File: src/rtl/ascon_permutation_pkg.sv
// rtl/ascon_permutation_pkg.sv - shared Ascon types, tables and permutation helpers
//
// Purpose: common definitions for the Ascon-AEAD128 datapath.
//   ascon_state_t      five 64-bit words, s0 in the most significant position
//   ascon_round_t      4-bit round count / round-constant index
//   perm_fsm_t         permutation core states
//   CONST_ADD, S_BOX   round constants and 5-bit substitution table
//   round_const_index  constant index for round cnt of an n-round call
//   ror64              64-bit right rotate
package ascon_permutation_pkg;

    typedef logic [63:0] ascon_word_t;

    typedef struct packed {
        ascon_word_t s0;
        ascon_word_t s1;
        ascon_word_t s2;
        ascon_word_t s3;
        ascon_word_t s4;
    } ascon_state_t;

    typedef logic [3:0] ascon_round_t;

    typedef enum logic [0:0] {
        perm_idle = 1'b0,
        perm_run  = 1'b1
    } perm_fsm_t;

    localparam ascon_round_t ROUNDS_A = 4'd12;
    localparam ascon_round_t ROUNDS_B = 4'd8;

    // Sixteen-entry constant table; an n-round call uses the last n entries.
    localparam logic [7:0] CONST_ADD [16] = '{
        8'h3c, 8'h2d, 8'h1e, 8'h0f, 8'hf0, 8'he1, 8'hd2, 8'hc3,
        8'hb4, 8'ha5, 8'h96, 8'h87, 8'h78, 8'h69, 8'h5a, 8'h4b
    };

    localparam logic [4:0] S_BOX [32] = '{
        5'h04, 5'h0b, 5'h1f, 5'h14, 5'h1a, 5'h15, 5'h09, 5'h02,
        5'h1b, 5'h05, 5'h08, 5'h12, 5'h1d, 5'h03, 5'h06, 5'h1c,
        5'h1e, 5'h13, 5'h07, 5'h0e, 5'h00, 5'h0d, 5'h11, 5'h18,
        5'h10, 5'h0c, 5'h01, 5'h19, 5'h16, 5'h0a, 5'h0f, 5'h17
    };

    // 4-bit wrap gives 16 - n + cnt, i.e. the tail of the constant table.
    function automatic ascon_round_t round_const_index(input ascon_round_t cnt,
                                                       input ascon_round_t n);
        return cnt - n;
    endfunction

    function automatic ascon_word_t ror64(input ascon_word_t x, input int unsigned amt);
        return (x >> amt) | (x << (64 - amt));
    endfunction

endpackage

File: src/rtl/ascon_round.sv
// rtl/ascon_round.sv - one combinational Ascon round (constant add, S-box layer, linear layer)
//
// Ports:
//   state_in   input state
//   rc         8-bit round constant, xored into the low byte of s2
//   state_out  state after one full round
module ascon_round
    import ascon_permutation_pkg::*;
(
    input  ascon_state_t state_in,
    input  logic [7:0]   rc,
    output ascon_state_t state_out
);

    ascon_state_t added;
    ascon_state_t subst;
    logic [4:0]   col_in;
    logic [4:0]   col_out;

    always_comb begin
        added    = state_in;
        added.s2 = state_in.s2 ^ {56'b0, rc};

        subst   = added;
        col_in  = '0;
        col_out = '0;
        // Each bit column across the five words is one 5-bit S-box input, s0 as MSB.
        for (int j = 0; j < 64; j++) begin
            col_in      = {added.s0[j], added.s1[j], added.s2[j], added.s3[j], added.s4[j]};
            col_out     = S_BOX[col_in];
            subst.s0[j] = col_out[4];
            subst.s1[j] = col_out[3];
            subst.s2[j] = col_out[2];
            subst.s3[j] = col_out[1];
            subst.s4[j] = col_out[0];
        end

        state_out.s0 = subst.s0 ^ ror64(subst.s0, 19) ^ ror64(subst.s0, 28);
        state_out.s1 = subst.s1 ^ ror64(subst.s1, 61) ^ ror64(subst.s1, 39);
        state_out.s2 = subst.s2 ^ ror64(subst.s2, 1)  ^ ror64(subst.s2, 6);
        state_out.s3 = subst.s3 ^ ror64(subst.s3, 10) ^ ror64(subst.s3, 17);
        state_out.s4 = subst.s4 ^ ror64(subst.s4, 7)  ^ ror64(subst.s4, 41);
    end

endmodule

File: src/rtl/ascon_permutation.sv
// rtl/ascon_permutation.sv - iterative Ascon-p[n] core, one round per clock
//
// Ports:
//   clk, rst   rising-edge clock, synchronous active-high reset
//   start_i    request a permutation, accepted only while idle
//   rounds_i   round count n (0..15), sampled with an accepted start
//   state_i    input state, sampled with an accepted start
//   busy_o     high while rounds are being applied
//   done_o     one-cycle pulse, state_o holds the result
//   state_o    working/result register, stable while idle
module ascon_permutation
    import ascon_permutation_pkg::*;
(
    input  logic         clk,
    input  logic         rst,
    input  logic         start_i,
    input  ascon_round_t rounds_i,
    input  ascon_state_t state_i,
    output logic         busy_o,
    output logic         done_o,
    output ascon_state_t state_o
);

    perm_fsm_t    fsm;
    ascon_round_t cnt;
    ascon_round_t n_rounds;
    ascon_state_t round_out;
    logic [7:0]   rc;

    assign rc = CONST_ADD[round_const_index(cnt, n_rounds)];

    ascon_round u_round (
        .state_in  (state_o),
        .rc        (rc),
        .state_out (round_out)
    );

    always_ff @(posedge clk) begin
        if (rst) begin
            fsm      <= perm_idle;
            state_o  <= '0;
            done_o   <= 1'b0;
            cnt      <= '0;
            n_rounds <= '0;
        end else begin
            done_o <= 1'b0;
            case (fsm)
                perm_idle: begin
                    if (start_i) begin
                        state_o  <= state_i;
                        n_rounds <= rounds_i;
                        cnt      <= '0;
                        // A zero-round call returns the input unchanged one cycle later.
                        if (rounds_i == 4'd0) begin
                            done_o <= 1'b1;
                        end else begin
                            fsm <= perm_run;
                        end
                    end
                end
                perm_run: begin
                    state_o <= round_out;
                    cnt     <= cnt + 4'd1;
                    if (cnt == n_rounds - 4'd1) begin
                        fsm    <= perm_idle;
                        done_o <= 1'b1;
                    end
                end
                default: fsm <= perm_idle;
            endcase
        end
    end

    assign busy_o = (fsm == perm_run);

endmodule
File: config.mk
export PLATFORM = sky130hd
export DESIGN_NAME = ascon_permutation
export DESIGN_NICKNAME = d
export VERILOG_FILES = /design/src/rtl/ascon_permutation_pkg.sv /design/src/rtl/ascon_round.sv /design/src/rtl/ascon_permutation.sv
export SDC_FILE = /design/constraint.sdc
export NUM_CORES = 1
export LEC_CHECK = 0
export CAP_MARGIN = 40
export CELL_PAD_IN_SITES_DETAIL_PLACEMENT = 1
export CELL_PAD_IN_SITES_GLOBAL_PLACEMENT = 1
export CORE_ASPECT_RATIO = 0.7
export CORE_MARGIN = 8
export CORE_UTILIZATION = 25
export DETAILED_ROUTE_END_ITERATION = 8
export GPL_TIMING_DRIVEN = 0
export PLACE_DENSITY_LB_ADDON = 0.08
export SKIP_CTS_REPAIR_TIMING = 1
export SLEW_MARGIN = 20
export SYNTH_ARGS = -nofsm -noshare
export SYNTH_HDL_FRONTEND = slang
export SYNTH_HIERARCHICAL = 1
export SYNTH_SLANG_ARGS = --single-unit
File: constraint.sdc
create_clock -name clk -period 3.7 [get_ports clk]
set_input_delay 0.37 -clock clk [delete_from_list [all_inputs] [get_ports clk]]
set_output_delay 0.37 -clock clk [all_outputs]
set_load 0.1 [all_outputs]
-- Yosys cells after proc, flatten, opt, wreduce, memory -nomap -nowiden
Memories as Yosys holds them, arrays and structs flattened.
Index checks and enable logic that the tools add are counted.
- word-level logic and storage cells: 375
- output and inout bits: 322
- flip-flop bits (word level): 330
- memories: 65
- memory bits (read-only): 10368
- equality and inequality tests: 2
- bitwise gates (word level): 87
- mux-type cells: 142
- add/subtract/negate cells: 3
- reduce and logical (&&, ||, !) cells: 2
- order comparisons: 65
- memory list (name ; words ; width ; rd ports ; clocked after Yosys merged registers in ; wr ports ; RTL line ; RTL):
    (no name shown) ; 32 ; 5 ; 1 ; 0 ; 0 ; ascon_round.sv:30 ; col_out = S_BOX[col_in];
    (no name shown) ; 32 ; 5 ; 1 ; 0 ; 0 ; ascon_round.sv:30 ;
    (no name shown) ; 32 ; 5 ; 1 ; 0 ; 0 ; ascon_round.sv:30 ;
    (no name shown) ; 32 ; 5 ; 1 ; 0 ; 0 ; ascon_round.sv:30 ;
    (no name shown) ; 32 ; 5 ; 1 ; 0 ; 0 ; ascon_round.sv:30 ;
    (no name shown) ; 32 ; 5 ; 1 ; 0 ; 0 ; ascon_round.sv:30 ;
    +59 memories ; -- ; -- ; -- ; -- ; -- ; -- ;
- operators with widths (operator ; number):
    $mux 5 ; 128
    $pmux 320 s2 ; 1
    $xor 64x64->64 ; 10
    $ge 6x6->1 const B ; 64
    $not 5->6 ; 64
    $mux 320 ; 1
    $or 23x64->64 ; 1
    $or 25x64->64 ; 1
    $or 3x64->64 ; 1
    $or 36x64->64 ; 1
    $or 45x64->64 ; 1
    $or 47x64->64 ; 1
    $or 54x64->64 ; 1
    $or 57x64->64 ; 1
    $or 58x64->64 ; 1
    $or 63x64->64 ; 1
    $xor 64x8->64 ; 1
    $mux 8 ; 2
    $pmux 4 s2 ; 1
    $mux 1 ; 6
    $ge 5x5->1 const B ; 1
    $not 4->5 ; 1
    $add 4x1->4 const B ; 1
    $eq 4x4->1 ; 1
    8 further kinds ; 9

-- Logic depth before layout (Yosys ltp)
- depth in word-level cells: 14
- depth in mapped cells: 14
- depth with buffers taken out: 14

-- By module
Netlist, hierarchy kept.
- by module, submodules not included (module ; instances ; sequential area each (um^2) ; cells an instance ; area each (um^2)):
    ascon_round ; 1 ; 0.0 ; 2519 ; 19100.8
    ascon_permutation ; 1 ; 6606.3 ; 1460 ; 16679.7

-- Least setup slack after synthesis
Ideal clock, no wire load.
- kind: register -> register
- from: register state_o[98] in the netlist's numbering
- to: register state_o[229] in the netlist's numbering
- data required time: 3572 ps
- stages on the path, launching flop included: 10
- data arrival time: 3031 ps
- buffers on the path: 0
- path slack: 542 ps
- cells stage by stage: dfxtp_1 -> inv_1 -> ha_1 -> or2_1 -> maj3_1 -> mux4_2 -> xnor2_1 -> xnor2_1 -> mux2i_1 -> nor2_1
- RTL lines (element ; RTL line ; RTL):
    from (decl) ; ascon_permutation.sv:21 ; output ascon_state_t state_o
    from (signal assigned) ; ascon_permutation.sv:50 ; state_o <= state_i;
    from (signal assigned) ; ascon_permutation.sv:62 ; state_o <= round_out;

==> flow_summary.ini <==
[timing]
fin_crit_ns = 3.74
hold_viol = 0
slew_viol_final = 0
clock.fmax_mhz = 267
rsz0062_at_grt = yes
setup_viol = 1
worst_pin_slew_ns = 1.02
worst_slack_ns = -0.0431
post-route-period-util_pct = 101
relSlewSlack_pct = 29.9
clock_skew_ns = 0.0238
fin_hold_ws_ns = 0.269

[critical_path]
path_class = flop to flop
path_cells = inv_1 -> ha_1 -> inv_1 -> fa_1 -> xnor2_1 -> xnor2_2 -> xor2_2 -> inv_1 -> maj3_1 -> mux2i_4 -> xnor2_1 -> xnor2_1 -> mux2i_1 -> nor2_1
slowest_delay_ns = 0.41
path_max_fanout = 5
critPathSlowestCell = fa_1
worstSetupEndpointType = flop
critPathArrivalTime_ns = 4.22
r2r_slack_ns = -0.04
cp-start-kind = flop
critical_path_buf_inv_count = 3
required_ns = 4.17
crit_family = XOR/XNOR gates

[run_status]
failed_checks = setup timing
status = finished, violations left

[layout]
stdcell_area_mm2 = 0.0546
drive_gt1_share_pct = 20.0
layout_common_cells = clkdlybuf4s50_1 (644), nor2_1 (535), xnor2_1 (516), mux2i_1 (368), ha_1 (353)
area_delta_synth_final_pct = 52.5
utilization_pct = 38.3
fillers = 16000
fin_cells = 7059
nets = 5811
final_common_cell = clkdlybuf4s50_1

[job]
maxCapViolCount = 0

[global_routing]
antenna_found_initial = 15
grt_usage_pct = 27.2
grt-ovfl-total = 0
grt_max_degree = 14
grt_pass1_vias = 34100
grt_pass1_wl_um = 296000

[placement]
placedCellCount = 6957
portBuffers = 646
gp_congestion = 0.967
dp_hpwl_um = 191000
postPlaceCellArea_mm2 = 0.0527

[die]
ioPinCount = 649
floorplan.initialDensity_pct = 25.1
row_count = 116
dieWidth_um = 468
die_y_um = 333
core-area_mm2 = 0.143
die-area_mm2 = 0.156

[synthesis]
synthTopCellsByArea = dfxtp_1 (18%), xnor2_1 (13%), ha_1 (12%)
yosys_warnings = 6
synth_area_mm2 = 0.0358
ys_ff_latch = 330
synth_cell_type_count = 61
synthFlopType = dfxtp_1
synth_nets = 4660
synth_edf_count = 0
yosys.area.top_type = dfxtp_1
netlist.area_leader.share_pct = 18.5
ys_async_sr_fraction_pct = 0
syn-instance-count = 3979
synth_seq_area_share_pct = 18.5
syn_area_per_cell_um2 = 8.99

[detailed_routing]
finalWirelength_um = 221000
route.detailed.drc = 0
via_count = 33900
antenna_left = 0
first_iter_violations = 2874
first_pass_iters = 7
routed_via_density = 4.81
post_drt_wl_per_cell_um = 31.4

[clock_network]
clkTransAtPathRegs_ns = 0.06
cts_tree = done
root_buffer = clkbuf_16
cts_htree_levels = 2
cts.sinks = 330
cts_buffers = 47
clk_latency_ns = 0.63
clock_path_buffers = 3

[min_path]
min_path_type = input port to flop
-- synth_stat cells (all sizes together) (24+ instances only) --
| cell | n |
|---|---|
| xnor2 | 530 |
| nand2b | 27 |
| nand2 | 77 |
| mux2 | 320 |
| nor2 | 535 |
| clkbuf | 78 |
| nor3 | 75 |
| o21ai | 130 |
| buf | 88 |
| ha | 353 |
| dfxtp | 330 |
| nand3 | 24 |
| inv | 229 |
| a21oi | 217 |
| xor2 | 340 |
| maj3 | 85 |
| mux2i | 385 |
-- worst register-to-register path, delay by kind of cell (launching register included) --
kind	cells	cell delay [ns]
muxes	2	0.53
and+or+nand+nor	1	0.06
buffers and inverters	3	0.23
adders and majority gates	3	0.95
xor gates and xnor gates	5	1.44
DFF	1	0.37
-- path summary, 6_finish.rpt --
path,endpoint,from,cells past startpoint
max,state_o[202],cnt[0],14
min,done_o,rst,3
max reg2reg,state_o[202],cnt[0],14
min reg2reg,n_rounds[3],n_rounds[3],2
-- sequential cells by signal, summed over array words and instances, names as in the netlist --
signal / cells
done_o: 1
n_rounds: 4
busy_o: 1
state_o: 320
cnt: 4
-- stage by stage --
step / setup TNS (ns) / setup slack [ns]
after CTS: -0.631 / -0.219
after detailed placement: -0.469 / -0.211
final: -0.0431 / -0.0431
after floorplan: 0 / 0.542
after global routing: -0.274 / -0.0942
after global placement: -2.64 / -0.359
-- cell families (layout without fill, tap and decap cells) --
family                   after synthesis  after routing  share of synthesized area, %
AO/OA/AOI/OAI                        443            443                          7.16
other                                  0              5                             0
adder cells (fa/ha/maj)              439            439                          14.8
flip-flops                           330            330                          18.5
AND/OR/NAND/NOR                      792            792                          9.32
multiplexers                         709            709                          23.9
XOR/XNOR                             871            871                          21.4
buffers and inverters                395           1582                          4.98
-- per-layer routing --
metal | vias to the layer above | track usage (%) | wire [um]
met1 | 17000 | 38.4 | 104000
met4 | 8 | 5.38 | 5160
met3 | 188 | 4.12 | 13200
met2 | 1084 | 43.7 | 99500
met5 | - | 0 | 68
li1 | 15700 | - | -
-- final cells by class --
type | count | area [um^2] | area share [%]
antenna | 5 | 12.5 | 0.0229
buffer | 166 | 923 | 1.69
clock buffer | 58 | 1270 | 2.32
clock inverter | 27 | 358 | 0.656
inverter | 229 | 860 | 1.58
multi-input combinational | 3254 | 27800 | 50.9
sequential | 330 | 6610 | 12.1
tap | 1888 | 2360 | 4.33
timing repair buffer | 1102 | 14400 | 26.4
Power is not shown: default switching activity piles up to over one toggle a cycle in this logic, so the estimate is an artifact.
